### src/rtl/npu_act_pkg.sv
// Shared defaults and types for the NPU activation-memory write arbiter.
package npu_act_pkg;

    localparam int NUM_REQ_DEF   = 32;
    localparam int ADDR_W_DEF    = 12;
    localparam int DATA_W_DEF    = 16;
    localparam int RGB_W_DEF     = 8;
    localparam int RGB_SHIFT_DEF = 5;

    typedef enum logic {
        ARB_RR    = 1'b0,
        ARB_FIXED = 1'b1
    } arb_mode_e;

    // Index width that stays legal for a requester count of one.
    function automatic int idx_w(input int n);
        return (n > 1) ? $clog2(n) : 1;
    endfunction

endpackage

### src/rtl/npu_rr_arbiter.sv
// Combinational round-robin / fixed-priority arbiter producing a one-hot grant and its index.
module npu_rr_arbiter
    import npu_act_pkg::*;
#(
    parameter int NUM_REQ = NUM_REQ_DEF,
    localparam int IDX_W  = idx_w(NUM_REQ)
) (
    input  logic [NUM_REQ-1:0] req,
    input  logic               mode,
    input  logic [IDX_W-1:0]   pointer,
    input  logic               enable,
    output logic [NUM_REQ-1:0] grant,
    output logic [IDX_W-1:0]   index
);

    logic             found;
    logic [IDX_W:0]   sum;
    logic [IDX_W-1:0] cand;

    always_comb begin
        grant = '0;
        index = '0;
        found = 1'b0;
        sum   = '0;
        cand  = '0;
        if (enable) begin
            if (mode == ARB_FIXED) begin
                for (int i = 0; i < NUM_REQ; i++) begin
                    if (!found && req[i]) begin
                        found = 1'b1;
                        index = IDX_W'(i);
                    end
                end
            end else begin
                // Search starts one past the previous winner and wraps.
                for (int k = 1; k <= NUM_REQ; k++) begin
                    sum = {1'b0, pointer} + (IDX_W+1)'(k);
                    if (sum >= (IDX_W+1)'(NUM_REQ)) begin
                        sum = sum - (IDX_W+1)'(NUM_REQ);
                    end
                    cand = sum[IDX_W-1:0];
                    if (!found && req[cand]) begin
                        found = 1'b1;
                        index = cand;
                    end
                end
            end
            if (found) begin
                grant[index] = 1'b1;
            end
        end
    end

endmodule

### src/rtl/npu_act_mem_arb.sv
// Activation-memory write arbiter with a registered write port and a two-stage read-source mux.
module npu_act_mem_arb
    import npu_act_pkg::*;
#(
    parameter int NUM_REQ   = NUM_REQ_DEF,
    parameter int ADDR_W    = ADDR_W_DEF,
    parameter int DATA_W    = DATA_W_DEF,
    parameter int RGB_W     = RGB_W_DEF,
    parameter int RGB_SHIFT = RGB_SHIFT_DEF
) (
    input  logic                      clk,
    input  logic                      reset,
    input  logic [NUM_REQ-1:0]        req_wr,
    input  logic [NUM_REQ*ADDR_W-1:0] req_addr,
    input  logic [NUM_REQ*DATA_W-1:0] req_data,
    output logic [NUM_REQ-1:0]        req_ack,
    input  logic                      arb_mode,
    output logic                      mem_wr_en,
    output logic [ADDR_W-1:0]         mem_wr_addr,
    output logic [DATA_W-1:0]         mem_wr_data,
    input  logic                      mem_wr_ready,
    output logic [15:0]               wr_count,
    input  logic                      rgb_rd,
    input  logic                      act_rd,
    input  logic                      rd_bypass,
    input  logic [RGB_W-1:0]          rgb_rdata,
    input  logic [DATA_W-1:0]         act_rdata,
    input  logic                      test_mode,
    input  logic [DATA_W-1:0]         test_rdata,
    output logic [DATA_W-1:0]         rd_data
);

    localparam int IDX_W = idx_w(NUM_REQ);

    logic                 en_q, en_d;
    logic [ADDR_W-1:0]    addr_q, addr_d;
    logic [DATA_W-1:0]    data_q, data_d;
    logic [IDX_W-1:0]     last_q, last_d;
    logic [15:0]          cnt_q, cnt_d;
    logic                 rgb_r1_q, act_r1_q, byp_r1_q;
    logic [DATA_W-1:0]    rd_q, rd_d;

    logic                 load;
    logic [NUM_REQ-1:0]   grant;
    logic [IDX_W-1:0]     grant_idx;
    logic [ADDR_W-1:0]    win_addr;
    logic [DATA_W-1:0]    win_data;
    logic [DATA_W-1:0]    rgb_ext;

    assign load = !en_q || mem_wr_ready;

    npu_rr_arbiter #(.NUM_REQ(NUM_REQ)) u_arb (
        .req     (req_wr),
        .mode    (arb_mode),
        .pointer (last_q),
        .enable  (load && !reset),
        .grant   (grant),
        .index   (grant_idx)
    );

    assign req_ack = grant;

    always_comb begin
        win_addr = '0;
        win_data = '0;
        for (int i = 0; i < NUM_REQ; i++) begin
            if (grant[i]) begin
                win_addr = req_addr[i*ADDR_W +: ADDR_W];
                win_data = req_data[i*DATA_W +: DATA_W];
            end
        end
    end

    assign rgb_ext = DATA_W'(rgb_rdata) << RGB_SHIFT;

    always_comb begin
        en_d   = en_q;
        addr_d = addr_q;
        data_d = data_q;
        last_d = last_q;
        cnt_d  = cnt_q;
        rd_d   = act_rdata;
        if (load) begin
            if (|grant) begin
                en_d   = 1'b1;
                addr_d = win_addr;
                data_d = win_data;
                last_d = grant_idx;
            end else begin
                en_d = 1'b0;
            end
        end
        if (en_q && mem_wr_ready && (cnt_q != 16'hFFFF)) begin
            cnt_d = cnt_q + 16'd1;
        end
        // act_rdata is both the explicit activation source and the idle default.
        if (byp_r1_q) begin
            rd_d = '0;
        end else if (rgb_r1_q) begin
            rd_d = test_mode ? test_rdata : rgb_ext;
        end else if (act_r1_q) begin
            rd_d = act_rdata;
        end else begin
            rd_d = act_rdata;
        end
    end

    always_ff @(posedge clk) begin
        if (reset) begin
            en_q     <= 1'b0;
            addr_q   <= '0;
            data_q   <= '0;
            last_q   <= IDX_W'(NUM_REQ-1);
            cnt_q    <= '0;
            rgb_r1_q <= 1'b0;
            act_r1_q <= 1'b0;
            byp_r1_q <= 1'b0;
            rd_q     <= '0;
        end else begin
            en_q     <= en_d;
            addr_q   <= addr_d;
            data_q   <= data_d;
            last_q   <= last_d;
            cnt_q    <= cnt_d;
            rgb_r1_q <= rgb_rd;
            act_r1_q <= act_rd;
            byp_r1_q <= rd_bypass;
            rd_q     <= rd_d;
        end
    end

    assign mem_wr_en   = en_q;
    assign mem_wr_addr = addr_q;
    assign mem_wr_data = data_q;
    assign wr_count    = cnt_q;
    assign rd_data     = rd_q;

endmodule
### config.mk
export PLATFORM = sky130hd
export DESIGN_NAME = npu_act_mem_arb
export DESIGN_NICKNAME = d
export VERILOG_FILES = /design/src/rtl/npu_act_pkg.sv /design/src/rtl/npu_rr_arbiter.sv /design/src/rtl/npu_act_mem_arb.sv
export SDC_FILE = /design/constraint.sdc
export NUM_CORES = 1
export LEC_CHECK = 0
export BUFFER_PORTS_ARGS = -buffer_cell sky130_fd_sc_hd__buf_4
export CAP_MARGIN = 20
export CORE_AREA = 2 2 415 417
export CTS_CLUSTER_DIAMETER = 100
export DETAILED_ROUTE_END_ITERATION = 8
export DIE_AREA = 0 0 417 419
export PLACE_DENSITY = 0.36
export SLEW_MARGIN = 20
export SYNTH_ARGS = -nofsm -noshare
export SYNTH_HDL_FRONTEND = slang
export SYNTH_SLANG_ARGS = --single-unit
### constraint.sdc
create_clock -name clk -period 8.1 [get_ports clk]
set_input_delay 0 -clock clk [delete_from_list [all_inputs] [get_ports clk]]
set_output_delay 0 -clock clk [all_outputs]
set_load 0.01 [all_outputs]
==> run metrics <==
Initial Utilization 10.4%; Slowest cell on crit path mux4_2; met3 Use GR 5.35%; critical path depth 27; final hold viol count 0; Final ANT Viol Nets 0; Leakage 13.8 nW; largest net degree at the start of global routing 88; Worst Tran Pin Value 1250 ps; first-pass GRT wire length 314000 µm; drt drc 0; ys flop type dfxtp_1; Worst Reg-to-Reg Cells 27; worst endpoint data arrival time around 8000 ps; unrepaired setup endpoints after global routing no; P_int 0.00435 W; Switching Fraction approximately three fifths; Post-synth ARST share 0%; max-cap violations 0; clock power share under 10%; PD cells 339 mW/mm²; DIE AREA ~0.17 mm²; Die Y 419 µm; Critical Path RT 8390 ps; Final Instance Count excl. Fillers 6129; gr ovfl total 0; max incr delay on CP between 600 and 700 ps; register area share after synthesis 7.64%; # IOs around 1.1k; clk slew on worst S/H paths 80 ps; share of layout cells above drive strength 1 between 40% and 50%; number of global-route vias before repair approximately 30k; Die Width 417 µm; Cells after DPL 5952; met2 usage 46.4%; Placer Congestion 1.00; setup violators final 0; syn nets roughly 3.5k; CTS tree built; Crit. End Element flip-flop; DR vias/cell roughly 4.9; YS warnings 0; clock root buffer clkbuf_16; Slew HR 17.0%; wire length per cell 40.9 µm; 1st-pass router iterations 6; Layout Skew 22.5 ps; area growth from synthesis to layout 83.5%; number of flops mapped to enable cells by yosys 0; clock sinks 68; gr usage total 27.4%; H-tree Lvls 3; CP most frequent cell buf_4; total CTS buffers 9; Syn Inst Count 2504; Place WS -340 ps; FF+latch count, synth 68; Tot Pwr 0.0111 W; PnR worst setup slack 213 ps; sequential share of power 4.5%; crit path max fanout 13; I/O Buffers 1067; Peak Freq between 100 and 150 MHz; initial antenna violation count 119; Std-Cell Rows 152; Core Box Area around 0.17 mm²; Most Crowded Layer GR met2; Worst Hold Path Cells 5; Final nets 4824; Comb pwr share 90.8%; Synth Cell Area 0.0178 mm²; max-slew violations 0; CP delay by family, top buffers and inverters; GR Util met1 31.6%; synthesized area per cell 7.11 µm²; hold slack 44.2 ps; Net Sw Power 0.00673 W; Final min period 7890 ps; status complete, no violations; crit path launch type flip-flop; vias approximately 30k; worst-skew pair later-pin latency 440 ps; Final HPWL DP between 200000 and 250000 µm; worst-case clock buffer depth 2; final WL ~250000 µm; period utilization 97.4%; Iter 0 DRT Violations 3551; Bufs and invs on worst path 9; CP Class flip-flop to flip-flop; VDD IR max 0.128 mV; Distinct cells, synth 105; Hold Path Class primary input to flip-flop; # fillers 19.5k
==> repair_timing <==
item,CTS,global route
endpoints found under the setup margin,7,23
hold endpoints to repair,58,0
setup buffers,0,1
gates cloned,0,1
hold buffers,102,0
pin swaps,1,4
gates resized for setup,4,15
==> power by group through the flow <==
stage | logic [W] | registers, W | clock network (W)
after floorplan | 0.00426 | 0.000459 | 0
after global placement | 0.00981 | 0.000492 | 0
after detailed placement | 0.00974 | 0.000493 | 0
after CTS | 0.00987 | 0.000486 | 0.000558
after global routing | 0.0104 | 0.000493 | 0.000554
final | 0.0101 | 0.000494 | 0.000525
==> layout by cell type, fill, tap and decap left out, types with 12 or more instances in the layout <==
cell	netlist	routed
dfxtp_1	68	66
o31ai_1	16	14
inv_1	36	35
nand4_1	17	17
diode_2	0	58
mux2i_1	133	129
a222oi_1	21	21
o221ai_1	46	46
and2_1	13	12
nor2b_1	22	22
nor4_1	20	19
a211o_1	16	16
nand3_1	82	81
a211oi_1	50	48
a31oi_1	34	34
mux4_2	70	70
and3_1	18	18
a21oi_1	166	164
ha_1	14	13
buf_12	0	36
o22ai_1	104	104
mux2_2	71	71
o211ai_1	35	35
a221o_1	30	30
xor2_1	24	24
buf_4	10	1409
a221oi_1	90	88
nand2_1	230	229
dlygate4sd3_1	0	102
nor2_1	246	238
a22oi_1	54	54
xnor2_1	25	25
or3_1	21	20
nand2b_1	13	13
nor3_1	70	65
o21ai_0	175	170
inv_2	12	13
==> stage by stage <==
stage          instance area, µm²  TNS [ps]  util (%)
5_1_grt                     32600         0      19.1
3_3_place_gp                31100     -1350      18.2
3_5_place_dp                31100      -728      18.2
4_1_cts                     32400         0      19.0
6_report                    32700         0      19.2
2_1_floorplan               17800         0         -
==> path summary, 6_finish.rpt <==
path / from / slack, ps / endpoint
max: last_q[1]$_SDFFE_PP1P_ / 210 / mem_wr_addr[2]$_SDFFE_PP0P_
min: req_addr[366] / 40 / mem_wr_addr[6]$_SDFFE_PP0P_
max reg2reg: last_q[1]$_SDFFE_PP1P_ / 210 / mem_wr_addr[2]$_SDFFE_PP0P_
min reg2reg: wr_count[1]$_SDFFE_PP0P_ / 500 / wr_count[1]$_SDFFE_PP0P_
==> synth_stat cells, types with 17 or more instances <==
cell        n  area [µm²]
xnor2_1    25         219
a21oi_1   166         831
mux2i_1   133        1330
o21ai_0   175         876
a22oi_1    54         405
nor3_1     70         350
buf_1      19        71.3
o221ai_1   46         403
nand4_1    17         106
nand3_1    82         410
nand2_1   230         863
or3_1      21         131
o22ai_1   104         651
mux4_2     70        1580
a211oi_1   50         375
nor2_1    246         923
a31oi_1    34         213
nor2b_1    22         138
a222oi_1   21         210
inv_1      36         135
clkbuf_1  135         507
mux2_2     71         800
nor4_1     20         125
a221o_1    30         300
o211ai_1   35         263
buf_2      62         310
dfxtp_1    68        1360
a221oi_1   90         788
and3_1     18         113
xor2_1     24         210
==> cells by family (layout without fill, tap and decap cells) <==
| kind of cell | after synthesis | in the layout | share of synthesized area (%) |
|---|---|---|---|
| other | 0 | 58 | 0 |
| multiplexers | 278 | 278 | 21.1 |
| AO/OA/AOI/OAI | 990 | 990 | 38.8 |
| XOR/XNOR | 50 | 50 | 2.50 |
| AND/OR/NAND/NOR | 817 | 817 | 22.1 |
| flip-flops | 68 | 68 | 7.64 |
| buffers and inverters | 287 | 1621 | 6.96 |
| adder cells (fa/ha/maj) | 14 | 14 | 0.984 |
==> worst register-to-register path: stages (launching register included) <==
cell and delay [ps]:
dfxtp_4 420, inv_1 110, ha_4 410, clkbuf_8 240
mux2_1 350, mux2i_1 330, mux2i_1 170, mux4_2 660
nor3b_4 330, and4bb_2 320, buf_4 160, nand3_2 180
nor2_1 240, nand2_1 190, o32ai_1 170, buf_4 200
a21o_2 240, buf_4 340, nor2_2 120, nand2_1 120
clkinv_1 440, buf_4 390, a222oi_1 380, a31oi_1 270
buf_4 220, o31ai_1 440, buf_4 230, a311oi_1 100
==> sequential cells by signal (all words and copies together) (netlist names) <==
signal and flops:
mem_wr_data 16, rd_data 16, wr_count 16, mem_wr_addr 12, last_q 5, byp_r1_q 1
mem_wr_en 1, rgb_r1_q 1
==> per-layer routing <==
metal | vias up | routed length, µm
li1 | 12700 | -
met2 | 1786 | 121000
met5 | - | 84
met4 | 16 | 17600
met3 | 418 | 17500
met1 | 15400 | 95000
==> final cells by class <==
type                            instances  area [µm²]  share of cell area [%]
Sequential cell                        68        1370                    4.18
Inverter                               55         209                   0.639
Tap cell                             2233        2790                    8.55
Antenna cell                           58         145                   0.444
Clock buffer                            9         225                   0.689
Multi-Input combinational cell       2149       15500                    47.3
Clock inverter                          6        87.6                   0.268
Timing Repair Buffer                 1551       12400                    37.9
Note: power is estimated with default switching activity, not from simulation.
